`config.mk`:
```
export PLATFORM = sky130hd
export DESIGN_NAME = br32_ctrl_flat
export DESIGN_NICKNAME = d
export VERILOG_FILES = /design/src/rtl/br32_pkg.sv /design/src/rtl/br32_if.sv /design/src/rtl/br32_sync.sv /design/src/rtl/br32_ctrl.sv /design/src/flat_wrapper.sv
export SDC_FILE = /design/constraint.sdc
export NUM_CORES = 1
export LEC_CHECK = 0
export CORE_MARGIN = 1
export CORE_UTILIZATION = 50
export CTS_CLUSTER_DIAMETER = 50
export DETAILED_ROUTE_END_ITERATION = 8
export DONT_BUFFER_PORTS = 1
export HOLD_SLACK_MARGIN = 0.1
export SYNTH_ARGS = -nofsm -noshare
export SYNTH_HDL_FRONTEND = slang
export SYNTH_SLANG_ARGS = --single-unit
```
`constraint.sdc`:
```
create_clock -name CLK -period 4.44 [get_ports CLK]
set_input_delay 0.666 -clock CLK [delete_from_list [all_inputs] [get_ports CLK]]
set_output_delay 0.666 -clock CLK [all_outputs]
set_load 0.01 [all_outputs]
```
`src/rtl/br32_pkg.sv`:
```
// Shared types and constants for the BR32 bistable-ring PUF controller.
package br32_pkg;

    localparam int BR32_WIDTH = 32;

    typedef enum logic [2:0] {
        ST_IDLE   = 3'd0,
        ST_ARM    = 3'd1,
        ST_SETTLE = 3'd2,
        ST_SAMPLE = 3'd3,
        ST_DONE   = 3'd4
    } state_t;

    // Width needed to hold a ones count from 0 up to num_evals inclusive.
    function automatic int ones_width(input int num_evals);
        return (num_evals < 1) ? 1 : $clog2(num_evals + 1);
    endfunction

endpackage

```
`src/rtl/br32_if.sv`:
```
// Host handshakes plus the ring macro pins, bundled for the controller.
// Both handshakes use strict valid/ready: a transfer happens on a rising
// CLK edge where valid and ready are both high; valid and its payload must
// hold steady until that edge, and ready may not depend on valid.
interface br32_if #(
    parameter int NUM_EVALS = 7
);
    import br32_pkg::*;

    localparam int ONES_W = ones_width(NUM_EVALS);

    logic [BR32_WIDTH-1:0] CHAL;
    logic                  CHAL_VALID;
    logic                  CHAL_READY;
    logic [BR32_WIDTH-1:0] PUF_C;
    logic                  PUF_RESET;
    logic                  PUF_OUT;
    logic                  RESP;
    logic [ONES_W-1:0]     RESP_ONES;
    logic                  RESP_VALID;
    logic                  RESP_READY;
    logic                  BUSY;
    state_t                dbg_state;

    // Controller side.
    modport slave (
        input  CHAL, CHAL_VALID, RESP_READY, PUF_OUT,
        output CHAL_READY, PUF_C, PUF_RESET, RESP, RESP_ONES, RESP_VALID,
               BUSY, dbg_state
    );

    // Host / ring side.
    modport master (
        output CHAL, CHAL_VALID, RESP_READY, PUF_OUT,
        input  CHAL_READY, PUF_C, PUF_RESET, RESP, RESP_ONES, RESP_VALID,
               BUSY, dbg_state
    );

endinterface

```
`src/rtl/br32_sync.sv`:
```
// Multi-flop synchronizer for the ring output, which is asynchronous to clk.
module br32_sync #(
    parameter int STAGES = 2
) (
    input  logic clk,
    input  logic rst,
    input  logic d,
    output logic q
);

    logic [STAGES-1:0] ff;

    // Shift the raw ring output through the flop chain; clear on reset.
    always_ff @(posedge clk or posedge rst) begin
        if (rst) begin
            ff <= '0;
        end else begin
            ff <= {ff[STAGES-2:0], d};
        end
    end

    assign q = ff[STAGES-1];

endmodule

```
`src/rtl/br32_ctrl.sv`:
```
// Challenge-response controller for the BR32 bistable ring PUF. Drives a
// challenge onto the ring, runs NUM_EVALS reset/settle/sample evaluations
// and returns a majority bit plus the count of evaluations that read 1.
module br32_ctrl
    import br32_pkg::*;
#(
    parameter int RESET_CYCLES  = 4,
    parameter int SETTLE_CYCLES = 64,
    parameter int NUM_EVALS     = 7,
    parameter int SYNC_STAGES   = 2
) (
    input  logic     CLK,
    input  logic     RESET,
    br32_if.slave    bus
);

    localparam int ONES_W  = ones_width(NUM_EVALS);
    localparam int CNT_MAX = (RESET_CYCLES > SETTLE_CYCLES) ? RESET_CYCLES : SETTLE_CYCLES;
    localparam int CNT_W   = $clog2(CNT_MAX + 1);

    localparam logic [CNT_W-1:0]  ARM_LAST    = CNT_W'(RESET_CYCLES - 1);
    localparam logic [CNT_W-1:0]  SETTLE_LAST = CNT_W'(SETTLE_CYCLES - 1);
    localparam logic [ONES_W-1:0] EVAL_LAST   = ONES_W'(NUM_EVALS - 1);
    localparam logic [ONES_W-1:0] HALF        = ONES_W'(NUM_EVALS / 2);

    // Reject parameter sets that would break the majority vote or let a
    // stale pre-reset ring value reach the sample point.
    if (NUM_EVALS < 1 || (NUM_EVALS % 2) == 0) begin : g_bad_num_evals
        $error("br32_ctrl: NUM_EVALS must be odd and >= 1");
    end
    if (RESET_CYCLES < 1) begin : g_bad_reset_cycles
        $error("br32_ctrl: RESET_CYCLES must be >= 1");
    end
    if (SYNC_STAGES < 2) begin : g_bad_sync_stages
        $error("br32_ctrl: SYNC_STAGES must be >= 2");
    end
    if (SETTLE_CYCLES <= SYNC_STAGES) begin : g_bad_settle_cycles
        $error("br32_ctrl: SETTLE_CYCLES must exceed SYNC_STAGES");
    end

    state_t                state_q, state_d;
    logic [CNT_W-1:0]      cnt_q, cnt_d;
    logic [ONES_W-1:0]     evals_q, evals_d;
    logic [ONES_W-1:0]     ones_q, ones_d;
    logic [BR32_WIDTH-1:0] chal_q, chal_d;
    logic                  ready_q, ready_d;
    logic                  ring_bit;

    br32_sync #(
        .STAGES (SYNC_STAGES)
    ) u_sync (
        .clk (CLK),
        .rst (RESET),
        .d   (bus.PUF_OUT),
        .q   (ring_bit)
    );

    // State, counters, latched challenge and the ready flag.
    always_ff @(posedge CLK or posedge RESET) begin
        if (RESET) begin
            state_q <= ST_IDLE;
            cnt_q   <= '0;
            evals_q <= '0;
            ones_q  <= '0;
            chal_q  <= '0;
            ready_q <= 1'b0;
        end else begin
            state_q <= state_d;
            cnt_q   <= cnt_d;
            evals_q <= evals_d;
            ones_q  <= ones_d;
            chal_q  <= chal_d;
            ready_q <= ready_d;
        end
    end

    // Next-state logic: phase sequencing within each evaluation and the
    // evaluation loop itself.
    always_comb begin
        state_d = state_q;
        cnt_d   = cnt_q;
        evals_d = evals_q;
        ones_d  = ones_q;
        chal_d  = chal_q;
        ready_d = ready_q;
        case (state_q)
            ST_IDLE: begin
                ready_d = 1'b1;
                if (bus.CHAL_VALID && ready_q) begin
                    chal_d  = bus.CHAL;
                    ones_d  = '0;
                    evals_d = '0;
                    cnt_d   = '0;
                    ready_d = 1'b0;
                    state_d = ST_ARM;
                end
            end
            ST_ARM: begin
                if (cnt_q == ARM_LAST) begin
                    cnt_d   = '0;
                    state_d = ST_SETTLE;
                end else begin
                    cnt_d = cnt_q + CNT_W'(1);
                end
            end
            ST_SETTLE: begin
                if (cnt_q == SETTLE_LAST) begin
                    cnt_d   = '0;
                    state_d = ST_SAMPLE;
                end else begin
                    cnt_d = cnt_q + CNT_W'(1);
                end
            end
            ST_SAMPLE: begin
                ones_d  = ones_q + ONES_W'(ring_bit);
                evals_d = evals_q + ONES_W'(1);
                cnt_d   = '0;
                state_d = (evals_q == EVAL_LAST) ? ST_DONE : ST_ARM;
            end
            ST_DONE: begin
                if (bus.RESP_READY) begin
                    ready_d = 1'b1;
                    state_d = ST_IDLE;
                end
            end
            default: begin
                state_d = ST_IDLE;
            end
        endcase
    end

    // Outputs are flops or decodes of the registered state; the ring is held
    // in reset whenever no evaluation is running.
    assign bus.PUF_C      = chal_q;
    assign bus.PUF_RESET  = (state_q == ST_IDLE) || (state_q == ST_ARM) || (state_q == ST_DONE);
    assign bus.CHAL_READY = ready_q;
    assign bus.RESP_VALID = (state_q == ST_DONE);
    assign bus.RESP       = (ones_q > HALF);
    assign bus.RESP_ONES  = ones_q;
    assign bus.BUSY       = (state_q != ST_IDLE);
    assign bus.dbg_state  = state_q;

endmodule

```
`src/flat_wrapper.sv`:
```
// flat-port wrapper written by rule: the top's interface ports become plain ports
module br32_ctrl_flat import br32_pkg::*;
#(
    parameter int RESET_CYCLES  = 4,
    parameter int SETTLE_CYCLES = 64,
    parameter int NUM_EVALS     = 7,
    parameter int SYNC_STAGES   = 2
)
  (CLK, RESET, bus_CHAL, bus_CHAL_VALID, bus_RESP_READY, bus_PUF_OUT, bus_CHAL_READY, bus_PUF_C, bus_PUF_RESET, bus_RESP, bus_RESP_ONES, bus_RESP_VALID, bus_BUSY, bus_dbg_state);
  br32_if #(.NUM_EVALS(NUM_EVALS)) bus_i ();
  input  logic CLK;
  input  logic RESET;
  input wire logic [$bits(bus_i.CHAL)-1:0] bus_CHAL;
  input wire logic [$bits(bus_i.CHAL_VALID)-1:0] bus_CHAL_VALID;
  input wire logic [$bits(bus_i.RESP_READY)-1:0] bus_RESP_READY;
  input wire logic [$bits(bus_i.PUF_OUT)-1:0] bus_PUF_OUT;
  output wire logic [$bits(bus_i.CHAL_READY)-1:0] bus_CHAL_READY;
  output wire logic [$bits(bus_i.PUF_C)-1:0] bus_PUF_C;
  output wire logic [$bits(bus_i.PUF_RESET)-1:0] bus_PUF_RESET;
  output wire logic [$bits(bus_i.RESP)-1:0] bus_RESP;
  output wire logic [$bits(bus_i.RESP_ONES)-1:0] bus_RESP_ONES;
  output wire logic [$bits(bus_i.RESP_VALID)-1:0] bus_RESP_VALID;
  output wire logic [$bits(bus_i.BUSY)-1:0] bus_BUSY;
  output wire logic [$bits(bus_i.dbg_state)-1:0] bus_dbg_state;
  assign bus_i.CHAL = bus_CHAL;
  assign bus_i.CHAL_VALID = bus_CHAL_VALID;
  assign bus_i.RESP_READY = bus_RESP_READY;
  assign bus_i.PUF_OUT = bus_PUF_OUT;
  assign bus_CHAL_READY = bus_i.CHAL_READY;
  assign bus_PUF_C = bus_i.PUF_C;
  assign bus_PUF_RESET = bus_i.PUF_RESET;
  assign bus_RESP = bus_i.RESP;
  assign bus_RESP_ONES = bus_i.RESP_ONES;
  assign bus_RESP_VALID = bus_i.RESP_VALID;
  assign bus_BUSY = bus_i.BUSY;
  assign bus_dbg_state = bus_i.dbg_state;
  br32_ctrl #(.RESET_CYCLES(RESET_CYCLES), .SETTLE_CYCLES(SETTLE_CYCLES), .NUM_EVALS(NUM_EVALS), .SYNC_STAGES(SYNC_STAGES)) u_core (.CLK(CLK), .RESET(RESET), .bus(bus_i));
endmodule
```
Yosys cells after proc, flatten, opt, wreduce, memory -nomap -nowiden

Cells that the tools add are included.
Widths: inputs -> output; s select.

Flip-flop bits (word level): 51
Bits in latches: 0
Bits in writable memories: 0
Memory bits (read-only): 0
Input bits: 37
Output and inout port bits: 43
Word-level logic and storage cells: 51
Memories: 0

$add $sub $neg: 3
Multipliers: 0
Divide/modulo/power cells: 0
Magnitude comparators: 1
Equality and inequality tests: 11
Shift-type cells: 0
Muxes and demuxes: 16
Bitwise operators: 0
Reductions and logical operators: 13

Operators with widths:

| cell                | count |
|---|---|
| $pmux 7 s4          | 1 |
| $mux 7              | 3 |
| $mux 3              | 6 |
| $pmux 3 s5          | 1 |
| $pmux 3 s2          | 2 |
| $reduce_and 2->1    | 4 |
| $add 7x1->7 const B | 1 |
| $eq 7x2->1 const B  | 1 |
| $eq 7x6->1 const B  | 1 |
| $eq 3x2->1 const B  | 2 |
| $eq 3x3->1 const B  | 2 |
| $ne 2x1->1 const B  | 3 |
| $reduce_and 4->1    | 1 |
| $reduce_bool 2->1   | 2 |
| $reduce_bool 4->1   | 1 |
| $add 3x1->3         | 1 |
| $add 3x1->3 const B | 1 |
| $eq 3x1->1 const B  | 1 |
| $gt 3x2->1 const B  | 1 |
| $logic_not 3->1     | 1 |
| $reduce_bool 3->1   | 1 |
| $logic_or 1x1->1    | 2 |
| $mux 1              | 2 |
| $ne 2x2->1 const B  | 1 |
| other kinds (2)     | 2 |

Longest topological paths before layout

Word-level depth: 3
Gate-level depth with buffers: 6
Gate-level depth less buffers: 6

By module

A second synthesis with hierarchy kept.

Cell total of the unflattened synthesis: 169
Area total of the unflattened synthesis: 2228.4 um^2

By module, submodules not included:

| module    | instances | cells each | area an instance (um^2) | seq. area each (um^2) |
|---|---|---|---|---|
| br32_ctrl | 1         | 166        | 2174.6                  | 1226.2 |
| br32_sync | 1         | 3          | 53.8                    | 50.0 |

Least setup slack after synthesis

Ideal clock, no wire load.

Path kind: register -> register
From: register u_core.state_q[0], in the netlist u_core.bus.dbg_state[0]
To: register u_core.chal_q[10], in the netlist u_core.bus.PUF_C[10]
Library setup time: 125 ps
Arrival: 1580 ps
Required time: 4315 ps
Slack: 2736 ps
Stages on the path, launching flop included: 6
Buffers on the path: 1
Period minus slack after synthesis: 1704 ps
Path through: dfrtp_1 -> nor2_2 -> nand2_1 -> nor2_4 -> buf_4 -> mux2_2

Cells in the longest elaborated chain, start to end: 2

Ends and longest elaborated chain:

| element                           | line            | RTL |
|---|---|---|
| start: declaration                | br32_ctrl.sv:41 | `state_t state_q, state_d;` |
| start signal: assignment          | br32_ctrl.sv:68 | `state_q <= state_d;` |
| $logic_not 3->1                   | br32_ctrl.sv:86 | `case (state_q)` |
| $reduce_and 2->1 (no source line) | -               |  |
| end signal: assignment            | br32_ctrl.sv:72 | `chal_q <= chal_d;` |
| end: declaration                  | br32_ctrl.sv:45 | `logic [BR32_WIDTH-1:0] chal_q, chal_d;` |

No other way between the ends.
A chain may end at the register's enable or synchronous reset.

Worst setup path after layout

From: register u_core.state_q[0], in the netlist u_core.bus.dbg_state[0]
To: register u_core.chal_q[20], in the netlist u_core.bus.PUF_C[20]

Same word-level chain as after synthesis.

==> results summary <==
The setup slack at placement came out at 2.17 ns. The final-layout fill cell count is 369. The total clock buffers created by CTS is 5. The global router's overall resource usage came out at 0.176.

The final routed wirelength across all metal layers came out at 3910 um. The initial antenna violation count is 0. The critical path is of the register to register type. The register area share after synthesis came out at 0.587. STA classifies the critical path endpoint as a register. STA classifies the critical path startpoint as a register. The total power per unit cell area is 703 nW/um^2.

The count of final setup violators came out at 0. The number of nets produced by synthesis came out at 209. Of the post-synthesis cell area, the dominant cell type holds 0.587. The mux contribution to synthesized area came out at 0.170. The number of DRC markers in iteration 0 came out at 67.

In this run the worst hold path is classified as register to register. The total negative slack is 0 ns. The netlist area before placement came out at 2180 um^2. On the final layout, the worst clock skew is 0.00334 ns.

The number of global-route vias before repair came to 1,258. The number of different library cells used by synthesis comes to 36. Across the VDD grid, the largest voltage drop is 0.329 mV. The worst endpoint required time came out at 4.63 ns.

The post-detailed-route via-to-cell ratio is 5.79. For the pin with the worst max-slew slack, the measured transition is 1.02 ns. The number of hold buffers added after CTS was 0. TritonCTS built the clock tree.

The final routed DRC violation total came out at 0. In this run the mean area of a mapped cell was 13.0 um^2. The XOR/XNOR share of the synthesized area came out at 0.

In the finished design, the share of the clock period the worst path needs comes to 0.508. The insertion delay to the later sink of the worst-skew pair is 0.30 ns. After clock tree synthesis, the clock-pin slew on the worst setup and hold paths is 0.09 ns.

The endpoint arrival time on the critical path is 2.44 ns. The routed wire length per instance is 17.8 um. The quantity of gates resized following cts is 0. The area of combinational cells with multiple inputs came out at 842 um^2. The count of buffers added on input and output ports is 0. The total number of H-tree levels is 2.

Of the total synthesized cell area, the portion taken by full adders, half adders and majority gates is 0.0288. The max-slew violation count was 0. The number of cell rows is 23. The buffer type at the clock tree root is clkbuf_8. For this design, the sink count on the clock tree is 51.

The number of ports placed on the die boundary came out at 80. In the post-route analysis, the smallest setup slack over all paths is 2.18 ns. The final antenna diode count is 0. The HPWL after detailed placement is 2700 um. The total congestion overflow is 0.

The smallest clock period supported by the final layout is computed as 2.26 ns. The die is 68.0 um tall. The first-pass GRT wire length is 5820 um.

From left edge to right edge, the die measures 68.0 um. The number of flip-flops and latches in the synthesized netlist is 51. Setup repair after global routing left no endpoint under its margin. Compared with the post-synthesis result, the final layout area differs by 5.64%. The number of warning messages in the yosys log came out at 0. The share of final-layout standard cells stronger than drive strength 1 is 0.284. The tool flagged a number of max-cap violations equal to 0.

The synthesized-area fraction occupied by and/or/nand/nor cells is 0.0782. The via count came out at 1,267. The analysis attributes to cell leakage a power of 1.02 nW.

The die covers 4620 um^2. By area, the combinational part of the netlist is dominated by multiplexers. The core box area is 4090 um^2. The count of TritonRoute iterations in the first routing pass is 5. For this configuration, the core starts out at a cell density of 0.532. The highest net fanout along the worst path came out at 36.

Based on the critical path, the design can be clocked at up to 443 MHz. In the final layout, flip-flops and latches occupy 1280 um^2. The last weighted congestion value of the routability-driven placer came out at 0.810. The relative max-transition margin is 0.319. The synthesized-area fraction occupied by ao, oa, aoi and oai cells came to 0.110.

Sorting the synthesized cells by area gives the leading types as dfrtp_1 59%, mux2_2 16%, ha_1 2.9%. The library cell with the largest summed area after synthesis is dfrtp_1. The total setup buffers inserted after CTS is 0. The count of nets after finishing came out at 210.

Entering global routing, the biggest net connects 52 pins. The count of antenna-violating nets left after detailed routing is 0. The final-report hold violation count came out at 0.

The clock passes through at most 2 buffers. The flow ran to the end, and the final reports show no timing, DRC or antenna violations. Synthesis produced 167 cells.
layout by cell type, fill, tap and decap left out, types with 2 or more instances in the layout:
cell type / count
nor2_2: 2
nand2_1: 13
o22ai_1: 4
mux2_2: 31
inv_1: 5
nor2b_1: 3
a21o_1: 3
dfrtp_1: 51
a21oi_1: 6
nor3_1: 2
nand3_1: 2
ha_1: 5
a22o_1: 3
clkbuf_8: 6
o21ai_0: 7
nor2_1: 3
nor3b_1: 2
o2bb2ai_1: 2
per-stage QoR:
stage	instances	cell area, um^2	power (mW)	utilization	hold WS [ns]
6_report	219	2300	1.62	0.562	0.355
5_1_grt	219	2300	1.73	0.562	0.361
4_1_cts	219	2300	1.64	0.562	0.359
3_5_place_dp	211	2200	1.36	0.539	0.338
3_3_place_gp	211	2200	1.32	0.539	0.335
2_1_floorplan	167	2180	1.25	-	0.331
routing by layer:
layer | GRT usage | part of all wire | up-vias
met5 | 0 | 0 | -
met1 | 0.208 | 0.42 | 611
met4 | 0.0781 | 0.016 | 0
met2 | 0.283 | 0.49 | 51
met3 | 0.0667 | 0.077 | 7
li1 | - | - | 598
power by group:
part | internal [mW] | switching (mW)
sequential | 0.659 | 0.230
combinational | 0.235 | 0.217
clock | 0.128 | 0.146
layout make-up:
type                            count  share of cell area
Multi-Input combinational cell    104               0.366
Tap cell                           50              0.0272
Sequential cell                    51               0.555
Inverter                            6             0.00980
Clock buffer                        7              0.0376
Clock inverter                      1             0.00381
cell families (layout without fill, tap and decap cells):
kind of cell    Yosys count  in the layout
flops                    51             51
compound gates           34             34
mux                      33             33
simple gates             32             32
buf+inv                  12             14
fa+ha+maj                 5              5
sequential cells by signal (all words and copies together), names as in the netlist:
name,cells
u_core.bus.dbg_state,3
u_core.cnt_q,7
u_core.bus.RESP_ONES,3
u_core.bus.PUF_C,32
u_core.u_sync.ff,2
u_core.bus.CHAL_READY,1
u_core.evals_q,3
final timing paths:
kind / from / end / slack [ns] / depth (start not counted)
worst max-delay path: u_core.bus.dbg_state[0]$_DFFE_PP0P_ / u_core.bus.PUF_C[20]$_DFFE_PP0P_ / 2.18 / 4
worst min-delay path: u_core.u_sync.ff[0]$_DFF_PP0_ / u_core.u_sync.ff[1]$_DFF_PP0_ / 0.35 / 0
worst max register to register: u_core.bus.dbg_state[0]$_DFFE_PP0P_ / u_core.bus.PUF_C[20]$_DFFE_PP0P_ / 2.18 / 4
worst min register to register: u_core.u_sync.ff[0]$_DFF_PP0_ / u_core.u_sync.ff[1]$_DFF_PP0_ / 0.35 / 0
max in group asynchronous: RESET / u_core.bus.PUF_C[20]$_DFFE_PP0P_ / 3.32 / 1
min in group asynchronous: RESET / u_core.bus.PUF_C[13]$_DFFE_PP0P_ / 0.48 / 1
worst max-delay path: stages (launching register included):
cell and delay [ns]:
dfrtp_1 0.49, nor2_2 0.24, nand2_1 0.20, nor2_4 0.78, mux2_2 0.42
synth_stat cells:
master and count:
o22ai_1 4, a21oi_1 6, clkbuf_1 2, inv_1 6
nor2b_1 3, nor4_1 1, o2111ai_1 1, mux2_2 31
or3_4 1, o21ai_0 7, o31ai_1 1, buf_4 3
mux2_1 1, a21oi_4 1, nor3b_1 2, nand2_1 13
nor2_4 1, nor2_2 2, o21ai_2 1, and2b_2 1
a22o_1 3, dfrtp_1 51, a211oi_1 1, ha_1 5
o2bb2ai_1 2, a21boi_2 1, nand3_1 2, nor3_1 2
or2_2 1, nor2_1 3, a31oi_1 1, a21o_1 3
mux2i_1 1, o22a_1 1, buf_2 1, a21boi_0 1
Note: power is estimated with default switching activity, not from simulation.
